**src/rtl/mc_control_fsm_if.sv**
```systemverilog
// ---------------------------------------------------------------------------
// mc_control_fsm_if
// Bundles every signal between the multicycle control sequencer and the
// datapath/memory side of the RV32I core. Clock and reset stay outside.
//
// Memory handshake: the sequencer holds mem_read high for as long as it wants
// read data (instruction fetch or load). The access completes on the first
// rising edge where mem_read and mem_ready are both high. mem_ready is
// ignored in every other cycle. A store is a single-cycle mem_write strobe
// and is not acknowledged.
//
// master : the sequencer (takes IR fields and memory status, drives selects)
// slave  : datapath / memory side (the reverse)
// CNT_W must match the CNT_W of the sequencer it is connected to.
// ---------------------------------------------------------------------------
interface mc_control_fsm_if #(
    parameter int CNT_W = 32
);
    logic [6:0]       opcode;       // IR[6:0]
    logic [2:0]       funct3;       // IR[14:12]
    logic             mem_ready;    // read data valid / access complete
    logic             stall_req;    // debug stall, only looked at in FETCH
    logic             fetch_cycle;  // memory address = PC
    logic             ir_write;     // load IR from read data
    logic             pc_write;     // PC update
    logic             reg_write;    // register-file write enable
    logic             mem_read;     // memory read request
    logic             mem_write;    // memory write strobe
    logic             is_branch;    // branch in EXEC
    logic             is_jal;       // JAL in EXEC
    logic             is_jalr;      // JALR in EXEC
    logic [1:0]       alu_src_a;    // 00 rs1, 01 PC, 10 zero
    logic [1:0]       alu_src_b;    // 00 rs2, 01 imm, 10 const 4
    logic [1:0]       wb_sel;       // 00 ALU reg, 01 mem data reg, 10 PC+4
    logic [3:0]       state;        // debug view of the sequencer state
    logic             trap;         // high while trapped
    logic [1:0]       trap_cause;   // 01 illegal opcode, 10 bus timeout
    logic             halted;       // high in TRAP or HALT
    logic [CNT_W-1:0] instret;      // retired-instruction count

    modport master (
        input  opcode, funct3, mem_ready, stall_req,
        output fetch_cycle, ir_write, pc_write, reg_write, mem_read, mem_write,
               is_branch, is_jal, is_jalr, alu_src_a, alu_src_b, wb_sel,
               state, trap, trap_cause, halted, instret
    );

    modport slave (
        output opcode, funct3, mem_ready, stall_req,
        input  fetch_cycle, ir_write, pc_write, reg_write, mem_read, mem_write,
               is_branch, is_jal, is_jalr, alu_src_a, alu_src_b, wb_sel,
               state, trap, trap_cause, halted, instret
    );
endinterface

```
**src/rtl/mc_control_fsm.sv**
```systemverilog
// ---------------------------------------------------------------------------
// mc_control_fsm
// Multicycle control sequencer for the RV32I core:
// FETCH -> DECODE -> EXEC -> [MEM] -> [WB] -> FETCH.
// Adds a variable-latency memory handshake with bus timeout, an illegal-opcode
// trap, ECALL/EBREAK halt, a debug stall in FETCH and a retired-instruction
// counter.
//
// Ports
//   clk    : rising-edge clock
//   rst_n  : asynchronous active-low reset
//   bus    : mc_control_fsm_if.master (IR fields, memory status in;
//            strobes, mux selects, state/trap/halt status, instret out)
//
// Parameters
//   MEM_TIMEOUT : wait cycles on mem_ready before a bus-timeout trap, 0 = off
//   HALT_ON_SYS : 1 -> SYSTEM funct3=0 halts, 0 -> executes as a NOP
//   CNT_W       : instret width (must equal the interface CNT_W)
// ---------------------------------------------------------------------------
module mc_control_fsm #(
    parameter int MEM_TIMEOUT = 16,
    parameter bit HALT_ON_SYS = 1'b1,
    parameter int CNT_W       = 32
) (
    input  logic               clk,
    input  logic               rst_n,
    mc_control_fsm_if.master   bus
);

    typedef enum logic [3:0] {
        S_FETCH  = 4'd0,
        S_DECODE = 4'd1,
        S_EXEC   = 4'd2,
        S_MEM    = 4'd3,
        S_WB     = 4'd4,
        S_TRAP   = 4'd5,
        S_HALT   = 4'd6
    } state_t;

    localparam logic [6:0] OP_LUI   = 7'b0110111;
    localparam logic [6:0] OP_AUIPC = 7'b0010111;
    localparam logic [6:0] OP_JAL   = 7'b1101111;
    localparam logic [6:0] OP_JALR  = 7'b1100111;
    localparam logic [6:0] OP_BR    = 7'b1100011;
    localparam logic [6:0] OP_LD    = 7'b0000011;
    localparam logic [6:0] OP_ST    = 7'b0100011;
    localparam logic [6:0] OP_OPI   = 7'b0010011;
    localparam logic [6:0] OP_OP    = 7'b0110011;
    localparam logic [6:0] OP_SYS   = 7'b1110011;

    localparam logic [1:0] CAUSE_NONE    = 2'b00;
    localparam logic [1:0] CAUSE_ILLEGAL = 2'b01;
    localparam logic [1:0] CAUSE_BUS     = 2'b10;

    // The wait counter only has to reach MEM_TIMEOUT-1.
    localparam int WCNT_W = (MEM_TIMEOUT > 2) ? $clog2(MEM_TIMEOUT) : 1;
    localparam logic [WCNT_W-1:0] WCNT_LAST = WCNT_W'(MEM_TIMEOUT - 1);

    state_t             state_q, state_d;
    logic [WCNT_W-1:0]  wcnt_q, wcnt_d;
    logic [1:0]         cause_q, cause_d;
    logic [CNT_W-1:0]   instret_q;

    logic       fetch_cycle, ir_write, pc_write, reg_write;
    logic       mem_read, mem_write, is_branch, is_jal, is_jalr;
    logic [1:0] alu_src_a, alu_src_b, wb_sel;
    logic       trap, halted;
    logic       timeout_hit;
    logic       op_legal;

    assign timeout_hit = (MEM_TIMEOUT != 0) && (wcnt_q == WCNT_LAST);

    always_comb begin
        op_legal = 1'b0;
        case (bus.opcode)
            OP_LUI, OP_AUIPC, OP_JAL, OP_JALR, OP_BR,
            OP_LD, OP_ST, OP_OPI, OP_OP:  op_legal = 1'b1;
            OP_SYS:                       op_legal = (bus.funct3 == 3'd0);
            default:                      op_legal = 1'b0;
        endcase
    end

    // State, wait counter, trap cause and instret registers.
    always_ff @(posedge clk or negedge rst_n) begin
        if (!rst_n) begin
            state_q   <= S_FETCH;
            wcnt_q    <= '0;
            cause_q   <= CAUSE_NONE;
            instret_q <= '0;
        end else begin
            state_q <= state_d;
            wcnt_q  <= wcnt_d;
            cause_q <= cause_d;
            if (pc_write) begin
                instret_q <= instret_q + 1'b1;
            end
        end
    end

    // Next-state and control outputs.
    always_comb begin
        state_d     = state_q;
        wcnt_d      = wcnt_q;
        cause_d     = cause_q;
        fetch_cycle = 1'b0;
        ir_write    = 1'b0;
        pc_write    = 1'b0;
        reg_write   = 1'b0;
        mem_read    = 1'b0;
        mem_write   = 1'b0;
        is_branch   = 1'b0;
        is_jal      = 1'b0;
        is_jalr     = 1'b0;
        alu_src_a   = 2'b00;
        alu_src_b   = 2'b00;
        wb_sel      = 2'b00;
        trap        = 1'b0;
        halted      = 1'b0;

        case (state_q)
            S_FETCH: begin
                fetch_cycle = 1'b1;
                alu_src_a   = 2'b01;   // PC + 4 computed during fetch
                alu_src_b   = 2'b10;
                // A stalled fetch freezes the wait counter rather than
                // clearing it, so stalls neither cause nor mask a timeout.
                if (!bus.stall_req) begin
                    mem_read = 1'b1;
                    if (bus.mem_ready) begin
                        ir_write = 1'b1;
                        wcnt_d   = '0;
                        state_d  = S_DECODE;
                    end else if (timeout_hit) begin
                        cause_d = CAUSE_BUS;
                        state_d = S_TRAP;
                    end else begin
                        wcnt_d = wcnt_q + 1'b1;
                    end
                end
            end

            S_DECODE: begin
                if (!op_legal) begin
                    cause_d = CAUSE_ILLEGAL;
                    state_d = S_TRAP;
                end else if (bus.opcode == OP_SYS) begin
                    if (HALT_ON_SYS) begin
                        state_d = S_HALT;
                    end else begin
                        pc_write = 1'b1;
                        state_d  = S_FETCH;
                    end
                end else begin
                    state_d = S_EXEC;
                end
            end

            S_EXEC: begin
                case (bus.opcode)
                    OP_BR: begin
                        is_branch = 1'b1;
                        pc_write  = 1'b1;
                        state_d   = S_FETCH;
                    end
                    OP_JAL: begin
                        is_jal    = 1'b1;
                        pc_write  = 1'b1;
                        reg_write = 1'b1;
                        wb_sel    = 2'b10;
                        state_d   = S_FETCH;
                    end
                    OP_JALR: begin
                        is_jalr   = 1'b1;
                        pc_write  = 1'b1;
                        reg_write = 1'b1;
                        wb_sel    = 2'b10;
                        state_d   = S_FETCH;
                    end
                    OP_LUI: begin
                        alu_src_a = 2'b10;
                        alu_src_b = 2'b01;
                        state_d   = S_WB;
                    end
                    OP_AUIPC: begin
                        alu_src_a = 2'b01;
                        alu_src_b = 2'b01;
                        state_d   = S_WB;
                    end
                    OP_OPI: begin
                        alu_src_b = 2'b01;
                        state_d   = S_WB;
                    end
                    OP_OP: begin
                        state_d = S_WB;
                    end
                    OP_LD, OP_ST: begin
                        alu_src_b = 2'b01;   // address = rs1 + imm
                        state_d   = S_MEM;
                    end
                    default: begin
                        // Only reachable if the IR changed after DECODE.
                        cause_d = CAUSE_ILLEGAL;
                        state_d = S_TRAP;
                    end
                endcase
            end

            S_MEM: begin
                if (bus.opcode == OP_ST) begin
                    mem_write = 1'b1;
                    pc_write  = 1'b1;
                    state_d   = S_FETCH;
                end else begin
                    mem_read = 1'b1;
                    if (bus.mem_ready) begin
                        wcnt_d  = '0;
                        state_d = S_WB;
                    end else if (timeout_hit) begin
                        cause_d = CAUSE_BUS;
                        state_d = S_TRAP;
                    end else begin
                        wcnt_d = wcnt_q + 1'b1;
                    end
                end
            end

            S_WB: begin
                reg_write = 1'b1;
                pc_write  = 1'b1;
                wb_sel    = (bus.opcode == OP_LD) ? 2'b01 : 2'b00;
                state_d   = S_FETCH;
            end

            S_TRAP: begin
                trap   = 1'b1;
                halted = 1'b1;
            end

            S_HALT: begin
                halted = 1'b1;
            end

            default: begin
                state_d = S_FETCH;
            end
        endcase

        // While reset is held the core keeps presenting a fetch of PC so the
        // memory can start early; nothing else may leave the sequencer.
        if (!rst_n) begin
            fetch_cycle = 1'b1;
            mem_read    = ~bus.stall_req;
            ir_write    = 1'b0;
            alu_src_a   = 2'b00;
            alu_src_b   = 2'b00;
        end
    end

    assign bus.fetch_cycle = fetch_cycle;
    assign bus.ir_write    = ir_write;
    assign bus.pc_write    = pc_write;
    assign bus.reg_write   = reg_write;
    assign bus.mem_read    = mem_read;
    assign bus.mem_write   = mem_write;
    assign bus.is_branch   = is_branch;
    assign bus.is_jal      = is_jal;
    assign bus.is_jalr     = is_jalr;
    assign bus.alu_src_a   = alu_src_a;
    assign bus.alu_src_b   = alu_src_b;
    assign bus.wb_sel      = wb_sel;
    assign bus.state       = state_q;
    assign bus.trap        = trap;
    assign bus.trap_cause  = cause_q;
    assign bus.halted      = halted;
    assign bus.instret     = instret_q;

endmodule

```
**src/flat_wrapper.sv**
```systemverilog
// flat-port wrapper written by rule: the top's interface ports become plain ports
module mc_control_fsm_flat 
#(
    parameter int MEM_TIMEOUT = 16,
    parameter bit HALT_ON_SYS = 1'b1,
    parameter int CNT_W       = 32
)
  (clk, rst_n, bus_opcode, bus_funct3, bus_mem_ready, bus_stall_req, bus_fetch_cycle, bus_ir_write, bus_pc_write, bus_reg_write, bus_mem_read, bus_mem_write, bus_is_branch, bus_is_jal, bus_is_jalr, bus_alu_src_a, bus_alu_src_b, bus_wb_sel, bus_state, bus_trap, bus_trap_cause, bus_halted, bus_instret);
  mc_control_fsm_if #(.CNT_W(CNT_W)) bus_i ();
  input  logic clk;
  input  logic rst_n;
  input wire logic [$bits(bus_i.opcode)-1:0] bus_opcode;
  input wire logic [$bits(bus_i.funct3)-1:0] bus_funct3;
  input wire logic [$bits(bus_i.mem_ready)-1:0] bus_mem_ready;
  input wire logic [$bits(bus_i.stall_req)-1:0] bus_stall_req;
  output wire logic [$bits(bus_i.fetch_cycle)-1:0] bus_fetch_cycle;
  output wire logic [$bits(bus_i.ir_write)-1:0] bus_ir_write;
  output wire logic [$bits(bus_i.pc_write)-1:0] bus_pc_write;
  output wire logic [$bits(bus_i.reg_write)-1:0] bus_reg_write;
  output wire logic [$bits(bus_i.mem_read)-1:0] bus_mem_read;
  output wire logic [$bits(bus_i.mem_write)-1:0] bus_mem_write;
  output wire logic [$bits(bus_i.is_branch)-1:0] bus_is_branch;
  output wire logic [$bits(bus_i.is_jal)-1:0] bus_is_jal;
  output wire logic [$bits(bus_i.is_jalr)-1:0] bus_is_jalr;
  output wire logic [$bits(bus_i.alu_src_a)-1:0] bus_alu_src_a;
  output wire logic [$bits(bus_i.alu_src_b)-1:0] bus_alu_src_b;
  output wire logic [$bits(bus_i.wb_sel)-1:0] bus_wb_sel;
  output wire logic [$bits(bus_i.state)-1:0] bus_state;
  output wire logic [$bits(bus_i.trap)-1:0] bus_trap;
  output wire logic [$bits(bus_i.trap_cause)-1:0] bus_trap_cause;
  output wire logic [$bits(bus_i.halted)-1:0] bus_halted;
  output wire logic [$bits(bus_i.instret)-1:0] bus_instret;
  assign bus_i.opcode = bus_opcode;
  assign bus_i.funct3 = bus_funct3;
  assign bus_i.mem_ready = bus_mem_ready;
  assign bus_i.stall_req = bus_stall_req;
  assign bus_fetch_cycle = bus_i.fetch_cycle;
  assign bus_ir_write = bus_i.ir_write;
  assign bus_pc_write = bus_i.pc_write;
  assign bus_reg_write = bus_i.reg_write;
  assign bus_mem_read = bus_i.mem_read;
  assign bus_mem_write = bus_i.mem_write;
  assign bus_is_branch = bus_i.is_branch;
  assign bus_is_jal = bus_i.is_jal;
  assign bus_is_jalr = bus_i.is_jalr;
  assign bus_alu_src_a = bus_i.alu_src_a;
  assign bus_alu_src_b = bus_i.alu_src_b;
  assign bus_wb_sel = bus_i.wb_sel;
  assign bus_state = bus_i.state;
  assign bus_trap = bus_i.trap;
  assign bus_trap_cause = bus_i.trap_cause;
  assign bus_halted = bus_i.halted;
  assign bus_instret = bus_i.instret;
  mc_control_fsm #(.MEM_TIMEOUT(MEM_TIMEOUT), .HALT_ON_SYS(HALT_ON_SYS), .CNT_W(CNT_W)) u_core (.clk(clk), .rst_n(rst_n), .bus(bus_i));
endmodule
```
**config.mk**
```make
export PLATFORM = sky130hd
export DESIGN_NAME = mc_control_fsm_flat
export DESIGN_NICKNAME = d
export VERILOG_FILES = /design/src/rtl/mc_control_fsm_if.sv /design/src/rtl/mc_control_fsm.sv /design/src/flat_wrapper.sv
export SDC_FILE = /design/constraint.sdc
export NUM_CORES = 1
export LEC_CHECK = 0
export CAP_MARGIN = 25
export CELL_PAD_IN_SITES_DETAIL_PLACEMENT = 0
export CELL_PAD_IN_SITES_GLOBAL_PLACEMENT = 1
export CORE_MARGIN = 2
export CORE_UTILIZATION = 36
export DETAILED_ROUTE_END_ITERATION = 10
export PLACE_DENSITY = 0.88
export SYNTH_ARGS = -nofsm -noshare
export SYNTH_HDL_FRONTEND = slang
export SYNTH_SLANG_ARGS = --single-unit
```
**constraint.sdc**
```tcl
create_clock -name clk -period 2.6 [get_ports clk]
set_input_delay 0.39 -clock clk [delete_from_list [all_inputs] [get_ports clk]]
set_output_delay 0.39 -clock clk [all_outputs]
set_load 0.03 [all_outputs]
```
# Word level (Yosys, flattened, before mapping)
# Cells that the tools add are included.
# Widths: inputs -> output; s select.
# totals
out_inout_bits	55
input_bits	14
ff_bits	42
# op_classes
n_bitwise	2
n_reduce_logical	14
n_eq_ne	21
n_addsub	2
mux	55
# ops
cell	count
$mux 4	10
$add 32x1->32 const B	1
$eq 7x7->1 const B	4
$mux 1	23
$eq 7x6->1 const B	3
$pmux 4 s5	1
$mux 2	9
$pmux 2 s2	4
$eq 7x5->1 const B	2
$eq 4x3->1 const B	3
$pmux 3 s3	1
$reduce_or 9->1	1
$eq 4x2->1 const B	2
$ne 2x2->1 const B	4
$pmux 2 s4	1
$pmux 4 s2	1
$eq 7x2->1 const B	1
$pmux 1 s2	3
$reduce_or 2->1	3
$reduce_and 5->1	1
$reduce_or 5->1	1
$add 4x1->4 const B	1
$eq 4x1->1 const B	1
$eq 4x4->1 const B	1
11 further kinds	12

# Longest topological paths before layout
# Gate-level depths: netlist of run 1.
# depth
depth_word	5
mapped_depth	7

# Worst setup path before layout of run 1
# OpenSTA, ideal clock, no wires.
# synth_timing
path_type	reg2out
startpoint	reg u_core.state_q[0] (netlist: u_core.bus.state[0])
endpoint	out bus_is_jal
path_buffers	1
path_slack_ps	-163
arrival_time_ps	2373
stages_incl_launch_ff	5
cell_sequence	dfrtp_1 -> or4b_1 -> clkbuf_2 -> nor3_1 -> and2_1
# synth_between
elab_chain_len	2
# synth_rtl
element	line	source
start: declaration	mc_control_fsm.sv:59	state_t state_q, state_d;
start signal: assignment	mc_control_fsm.sv:91	state_q <= state_d;
$eq 4x2->1	mc_control_fsm.sv:120	case (state_q)
$mux 1	mc_control_fsm.sv:120	
end: declaration	flat_wrapper.sv:23	output wire logic [$bits(bus_i.is_jal)-1:0] bus_is_jal;
# No other way between the ends.

# Final worst setup path of run 1
# layout_timing
startpoint	in bus_opcode[1]
endpoint	out bus_pc_write
# layout_between
elab_chain_len	4
elab_cells_between_ends	8
cone_classes	4 x eq/ne; 3 x mux; 1 x reduce/logical
# layout_rtl
element	line	source
start: declaration	flat_wrapper.sv:12	input wire logic [$bits(bus_i.opcode)-1:0] bus_opcode;
$eq 7x7->1	mc_control_fsm.sv:75, mc_control_fsm.sv:159	
$reduce_or 3->1 (no source line)	--	
$mux 1	mc_control_fsm.sv:159	case (bus.opcode)
$pmux 1 s3 *	mc_control_fsm.sv:120	
end: declaration	flat_wrapper.sv:18	output wire logic [$bits(bus_i.pc_write)-1:0] bus_pc_write;
# Mark *: on every way between the ends. The rest lies on a longest branch, timed or not.

==> impl_results.md, run 1 <==
- WHS Path Cells: 1
- Worst path slowest cell: clkdlybuf4s50_1
- Post-synth top area share: 0.417
- GRT Resource Usage Total: 0.177
- Drt drc: 0
- Final setup violation count: 0
- Post-DP HPWL: 4.82 mm
- Post-Syn Nets: approximately 280
- Power Dens Cells: 485 nW/um^2
- Post-DRT Antenna Nets: 0
- Post-synthesis sequential area ratio: 0.417
- Clock slew at reported path FFs: around 80 ps
- Sequential share of power: 0.443
- Die width: 87.7 um
- CTS tree: yes
- Met1 usage in global routing: 0.229
- Sw frac: 0.314
- Startpoint types: input pin
- Fmax: 398 MHz
- Share of cells above drive strength 1: 0.211
- Power Internal: between 1000 and 1500 uW
- Yosys warnings: 0
- Global-route wire length before repair: 10.8 mm
- Worst slew pin tran: 522 ps
- Clock root buffer master: clkbuf_8
- Synthesized cell area: 2520 um^2
- Reg2Reg Depth: 8
- Crit Path Max Fanout: 5
- Min Tclk post-route: around 2500 ps
- Number of slew-limit violations in the final report: 0
- Nets@finish: between 300 and 400
- Vias/cell: roughly 5.1
- Row cnt: 30
- Vias post-DR: ~2.3k
- Logic gate share of total power: 0.258
- CP endpoint kind: output pin
- Final hold slack: 475 ps
- Port bufs: between 60 and 70
- GR Util met2: 0.297
- P_sw: around 550 uW
- Data arrival time of the worst path: 2120 ps
- Initial drt markers: 51
- Register bit count reported by yosys: 42
- Final Hold Violating Endpoints: 0
- Gate count of the mapped netlist: 268
- Outcome: complete, no violations
- Total CTS buffers: 5
- Area Overhead vs Synth: 43.1%
- Die Span Y: a little under 90 um
- Hold Crit Class: reg2reg
- Die area: a little under 8000 um^2
- Pin count of the biggest net entering global routing: slightly above 40
- WL final: around 6.5 mm
- VDD IR max: 0.000307 V
- Final Power: about 1700 uW
- Leakage power: 0.00147 uW
- Final Wtd Congestion: slightly above 0.8
- Count leader, synth: dfrtp_1
- Number of synthesized flops with an enable pin: 0
- Maximum clock insertion buffer count: 2
- CP required: between 2000 and 2500 ps
- RSZ-0062 raised after global routing: false
- Core Region: about 6800 um^2
- Initial antenna violation count: 0
- GR Util met3: 0.0396
- Netlist cell types: 57
- Total gr overflow: 0
- Final cycle utilization of the critical path: 0.966
- Yosys top cell by area: dfrtp_1
- Post-DR wirelength/cell: between 10 and 15 um
- Worst setup path category: in2out
- Slew HR: 0.652
- Initial Util: 0.371
- H-tree levels: 2
- Commonest cells post-synth: 42 x dfrtp_1, 28 x nor2_1, 20 x xor2_1
- CTS Sinks: 42
- Drt pass-1 iters: 4
- Commonest register cell after synthesis: dfrtp_1
- Syn_area_per_cell: roughly 9.4 um^2
- Clk pwr share: 0.299
- Clk_lat worst skew: about 300 ps
- I/O pin count: between 60 and 70
- Asr flop ratio synth: 1.00
- Area contributors post-synth: dfrtp_1 42%, xor2_1 7.0%, xnor2_1 4.5%
- Slowest stage delay, CP: roughly 530 ps
- Gr busiest metal: met2
- Max-cap check violation count: 0
- Crit-path cells: clkdlybuf4s50_1, or4bb_4, nor4_4, nor2_2, inv_1, buf_4
- Vias in the first global route: about 2.2k
- Antenna cells: 0
- Clock Skew: between 9 and 10 ps
## metrics by stage
stage | utilization | setup TNS [ps] | std cells | setup WS (ps) | cell area (um^2)
floorplan | - | 0 | 268 | 78.8 | 2530
global placement | 0.503 | -559 | 444 | -76.6 | 3420
detailed placement | 0.503 | -1640 | 444 | -123 | 3420
CTS | 0.523 | 0 | 453 | 19.4 | 3550
global route | 0.531 | 0 | 457 | 0.921 | 3610
finish | 0.531 | 0 | 457 | 89.4 | 3610
## area by class of cell
type                    instances  area, um^2
repair buffers                 96         870
clock buffers                   6        72.6
clock inverters                 2        37.5
flip-flops and latches         42        1050
inverters                      12        45.0
multi-input cells             203        1410
fillers                       648        3190
well taps                      96         120
## routing by layer
metal  vias up  routed length [um]
met2        60                3160
met3         7                 303
met4         0                  63
met5         -                   0
li1       1136                   -
met1      1125                2930
## sequential cells by signal, indices dropped and copies added (netlist names)
register,cells
u_core.wcnt_q,4
u_core.bus.trap_cause,2
u_core.bus.instret,32
u_core.bus.state,4
## placed cells by master, fill, tap and decap left out, types with 2 or more instances in the layout
master	count
a21o_1	3
xor2_1	20
nor4_4	2
o32a_1	2
inv_1	12
or4bb_4	2
clkdlybuf4s50_1	51
nor3_2	12
nand2b_1	4
nor4_1	5
nor2_2	2
o31ai_1	2
ha_1	2
dlygate4sd2_1	3
nor2_1	27
and3_1	3
nand2_1	17
clkbuf_8	5
a21oi_1	6
a31oi_1	2
nand3_1	11
xnor2_1	13
and2_1	4
a2bb2oi_1	2
o21ai_0	9
nor3_1	12
buf_4	38
dfrtp_1	41
nor3b_1	2
nor2b_1	2
nand4_1	10
## worst paths after layout
path	slack, ps	endpoint	startpoint
max in group asynchronous	1340	u_core.bus.state[1]$_DFFE_PN0P_	rst_n
worst min-delay path	470	u_core.bus.instret[31]$_DFFE_PN0P_	u_core.bus.instret[31]$_DFFE_PN0P_
worst min register to register	470	u_core.bus.instret[31]$_DFFE_PN0P_	u_core.bus.instret[31]$_DFFE_PN0P_
min in group asynchronous	500	u_core.bus.state[2]$_DFFE_PN0P_	rst_n
worst max-delay path	90	bus_pc_write	bus_opcode[1]
worst max register to register	230	u_core.bus.instret[17]$_DFFE_PN0P_	u_core.bus.state[0]$_DFFE_PN0P_
## power groups by stage
stage | Clock, uW | Sequential, uW | Combinational [uW]
after global placement | 0 | 788 | 441
final | 522 | 775 | 451
after CTS | 539 | 778 | 449
after floorplan | 0 | 863 | 175
after detailed placement | 0 | 790 | 449
after global routing | 562 | 788 | 488
## cells by family (layout without fill, tap and decap cells)
family,after synthesis,in the layout,synth area share
and+or+nand+nor,127,127,0.297
DFF,42,42,0.417
AOI/OAI and AO/OA,39,39,0.113
xor gates and xnor gates,33,33,0.115
buffers and inverters,23,116,0.0422
adders and majority gates,2,2,0.00993
other,1,1,0.00149
muxes,1,1,0.00447
## repair_timing
action / in CTS / in global routing
hold buffers: 1 / 0
endpoints found under the hold margin: 2 / 0
setup buffers: 0 / 4
pin swaps: 0 / 3
endpoints found under the setup margin: 4 / 5
gates resized for setup: 7 / 5
## worst max-delay path, delay by kind of cell
family	cells	cell delay, ps
AND/OR/NAND/NOR	3	970
buffers and inverters	3	750
Note: power is estimated with default switching activity, not from simulation.
==> run 2: changes to the inputs <==
==> constraint.sdc (replaced) <==
create_clock -name clk -period 2.6 [get_ports clk]
set_input_delay 0.26 -clock clk [delete_from_list [all_inputs] [get_ports clk]]
set_output_delay 0.26 -clock clk [all_outputs]
set_load 0.03 [all_outputs]
==> impl_results.md, run 2 (synthesis results as in run 1) <==
- RSZ-0062 raised after global routing: false
- Post-DR wirelength/cell: 13.9 um (-1.8%)
- Worst path bufs/invs: 2 (-1)
- Commonest non-fill, non-tap cell in the layout: clkdlybuf4s50_1
- Row cnt: 30 (unchanged)
- Total gr overflow: 0 (unchanged)
- Vias/cell: 5.05 (-0.80%)
- Vias post-DR: 2274 (-2.3%)
- Crit Path Max Fanout: 8 (+3)
- I/O pin count: 69 (unchanged)
- GRT Resource Usage Total: 0.170 (-0.00654)
- Largest register FFs: 32 (unchanged)
- Max-cap check violation count: 0 (unchanged)
- Slowest stage delay, CP: 630 ps (+100 ps)
- Crit-path cells: or4b_1, buf_4, nor4_1, o21a_1, buf_4
- Reg area: 1050 um^2 (-0.12%)
- Post-DP HPWL: 4.64 mm (-3.8%)
- Worst path slowest cell: or4b_1
- # fillers: 656 (+1.2%)
- Fmax: 411 MHz (+3.2%)
- Reg2Reg Depth: 6 (-2)
- Worst setup path category: reg2out
- Final hold slack: 367 ps (-108 ps)
- Total Neg Setup Slack: 0 ps (unchanged)
- WL final: 6.24 mm (-3.3%)
- Final Wtd Congestion: 0.846 (+2.0%)
- R2R Setup Slk: 250 ps (+20 ps)
- Final setup violation count: 0 (unchanged)
- Worst path top cell family by delay: simple AND/OR/NAND/NOR gates
- Initial drt markers: 78 (+53%)
- Worst slew pin tran: 584 ps (+61.8 ps)
- Drt pass-1 iters: 4 (unchanged)
- Clock Skew: 3.90 ps (-5.80 ps)
- Share of cells above drive strength 1: 0.167 (-0.0439)
- Data arrival time of the worst path: 2170 ps (+50 ps)
- Setup Fix Bufs, Post-CTS: 0 (unchanged)
- Number of slew-limit violations in the final report: 0 (unchanged)
- CTS Sinks: 42 (unchanged)
- Core Region: 6790 um^2 (unchanged)
- Total CTS buffers: 5 (unchanged)
- Initial antenna violation count: 0 (unchanged)
- VDD IR max: 0.000284 V (-7.4%)
- Startpoint types: flip-flop
- Final cycle utilization of the critical path: 0.936 (-0.0297)
- Slew HR: 0.610 (-0.0415)
- Die width: 87.7 um (unchanged)
- Die area: 7690 um^2 (unchanged)
- Post-DRT Antenna Nets: 0 (unchanged)
- Maximum clock insertion buffer count: 2 (unchanged)
- Clock root buffer master: clkbuf_8
- Hold Crit Class: in2async
- Global-route wire length before repair: 10.5 mm (-3.2%)
- Drt drc: 0 (unchanged)
- Min Tclk post-route: 2430 ps (-77.2 ps)
- Power Dens Cells: 496 nW/um^2 (+2.2%)
- R2r startpoint: u_core.bus.state[3]$_DFFE_PN0P_
- Clock slew at reported path FFs: 80 ps (about the same)
- Antenna cells: 0 (unchanged)
- Leakage power: 0.00146 uW (-0.14%)
- CP endpoint kind: output pin
- CP required: 2340 ps (+130 ps)
- Final Hold Violating Endpoints: 0 (unchanged)
- Clk_lat worst skew: 290 ps (about the same)
- Port bufs: 68 (unchanged)
- CP most frequent cell: buf_4
- H-tree levels: 2 (unchanged)
- Die Span Y: 87.7 um (unchanged)
- Initial Util: 0.371 (unchanged)
- Outcome: complete, no violations
- Nets@finish: 370 (-1.6%)
- Area of the multi-input gates: 1370 um^2 (-2.9%)
- Area Overhead vs Synth: 40.3%
- Vias in the first global route: 2239 (+1.2%)
- FF-to-FF End: u_core.bus.instret[17]$_DFFE_PN0P_
- CTS tree: yes
- Most frequent cells in the layout: 53 x clkdlybuf4s50_1, 42 x dfrtp_1, 29 x buf_4
- Pin count of the biggest net entering global routing: 41 (unchanged)
run 2: cell types whose count changed in the layout (fill, tap and decap cells not counted), moves of 2 or more:
cell and change:
buf_4 -9, clkdlybuf4s50_1 +2, dlymetal6s2s_1 +2, nor4_1 +2, or4bb_1 +2, or4bb_4 -2
run 2: routing by layer:
| layer | GRT usage | wire (um) |
|---|---|---|
| met1 | 0.228 | 2880 |
| met2 | 0.283 | 3000 |
| met3 | 0.0349 | 288 |
| met4 | 0.0434 | 64 |
| met5 | 0 | 0 |
run 2: where the power goes:
part,internal [uW],switching [uW],leakage [uW]
Combinational,200,252,0.000896
Clock,307,220,0.0000573
Sequential,712,62.2,0.000510
Total,1220,534,0.00146
run 2: per-stage QoR:
step / cell area [um^2] / total power, uW / util / worst slack (ps) / cells
5_1_grt: 3530 / 1850 / 0.520 / 7.77 / 450
6_report: 3530 / 1750 / 0.520 / 167 / 450
3_3_place_gp: 3410 / 1230 / 0.501 / 53.9 / 442
2_1_floorplan: 2520 / 1040 / - / 112 / 268
4_1_cts: 3530 / 1780 / 0.519 / 9.54 / 450
3_5_place_dp: 3410 / 1240 / 0.501 / 4.48 / 442
run 2: how the worst max path moves through the flow:
stage                                         start                                  to  slack (ps)  depth (start not counted)
floorplan           u_core.bus.state[0]$_DFFE_PN0P_  u_core.bus.instret[24]$_DFFE_PN0P_         110                          7
global placement                      bus_opcode[0]                        bus_mem_read          50                          6
detailed placement                    bus_opcode[0]  u_core.bus.instret[19]$_DFFE_PN0P_           4                          6
CTS                 u_core.bus.state[3]$_DFFE_PN0P_                       bus_wb_sel[1]          10                          3
global route        u_core.bus.state[3]$_DFFE_PN0P_                    bus_alu_src_a[0]           8                          5
finish              u_core.bus.state[3]$_DFFE_PN0P_                    bus_alu_src_a[0]         170                          5
run 2: layout make-up:
type,instances,share of cell area
clock buffer,6,0.0234
clock inverter,1,0.00850
inverter,12,0.0127
multi-input combinational,203,0.387
sequential,42,0.297
tap,96,0.0340
timing repair buffer,90,0.237
run 2: timing repair:
| item | CTS | global route |
|---|---|---|
| hold endpoints to repair | 2 | 0 |
| setup endpoints to repair | 2 | 3 |
| resized for setup | 2 | 3 |
| hold buffers | 1 | 0 |
| cloned | 0 | 0 |
run 2: worst reg2reg max path, cell delays in order, from the launching register on:
cell,delay (ps)
dfrtp_1,460
or4b_1,640
o31ai_4,400
o21bai_2,270
buf_4,220
nor3_2,160
xnor2_1,130
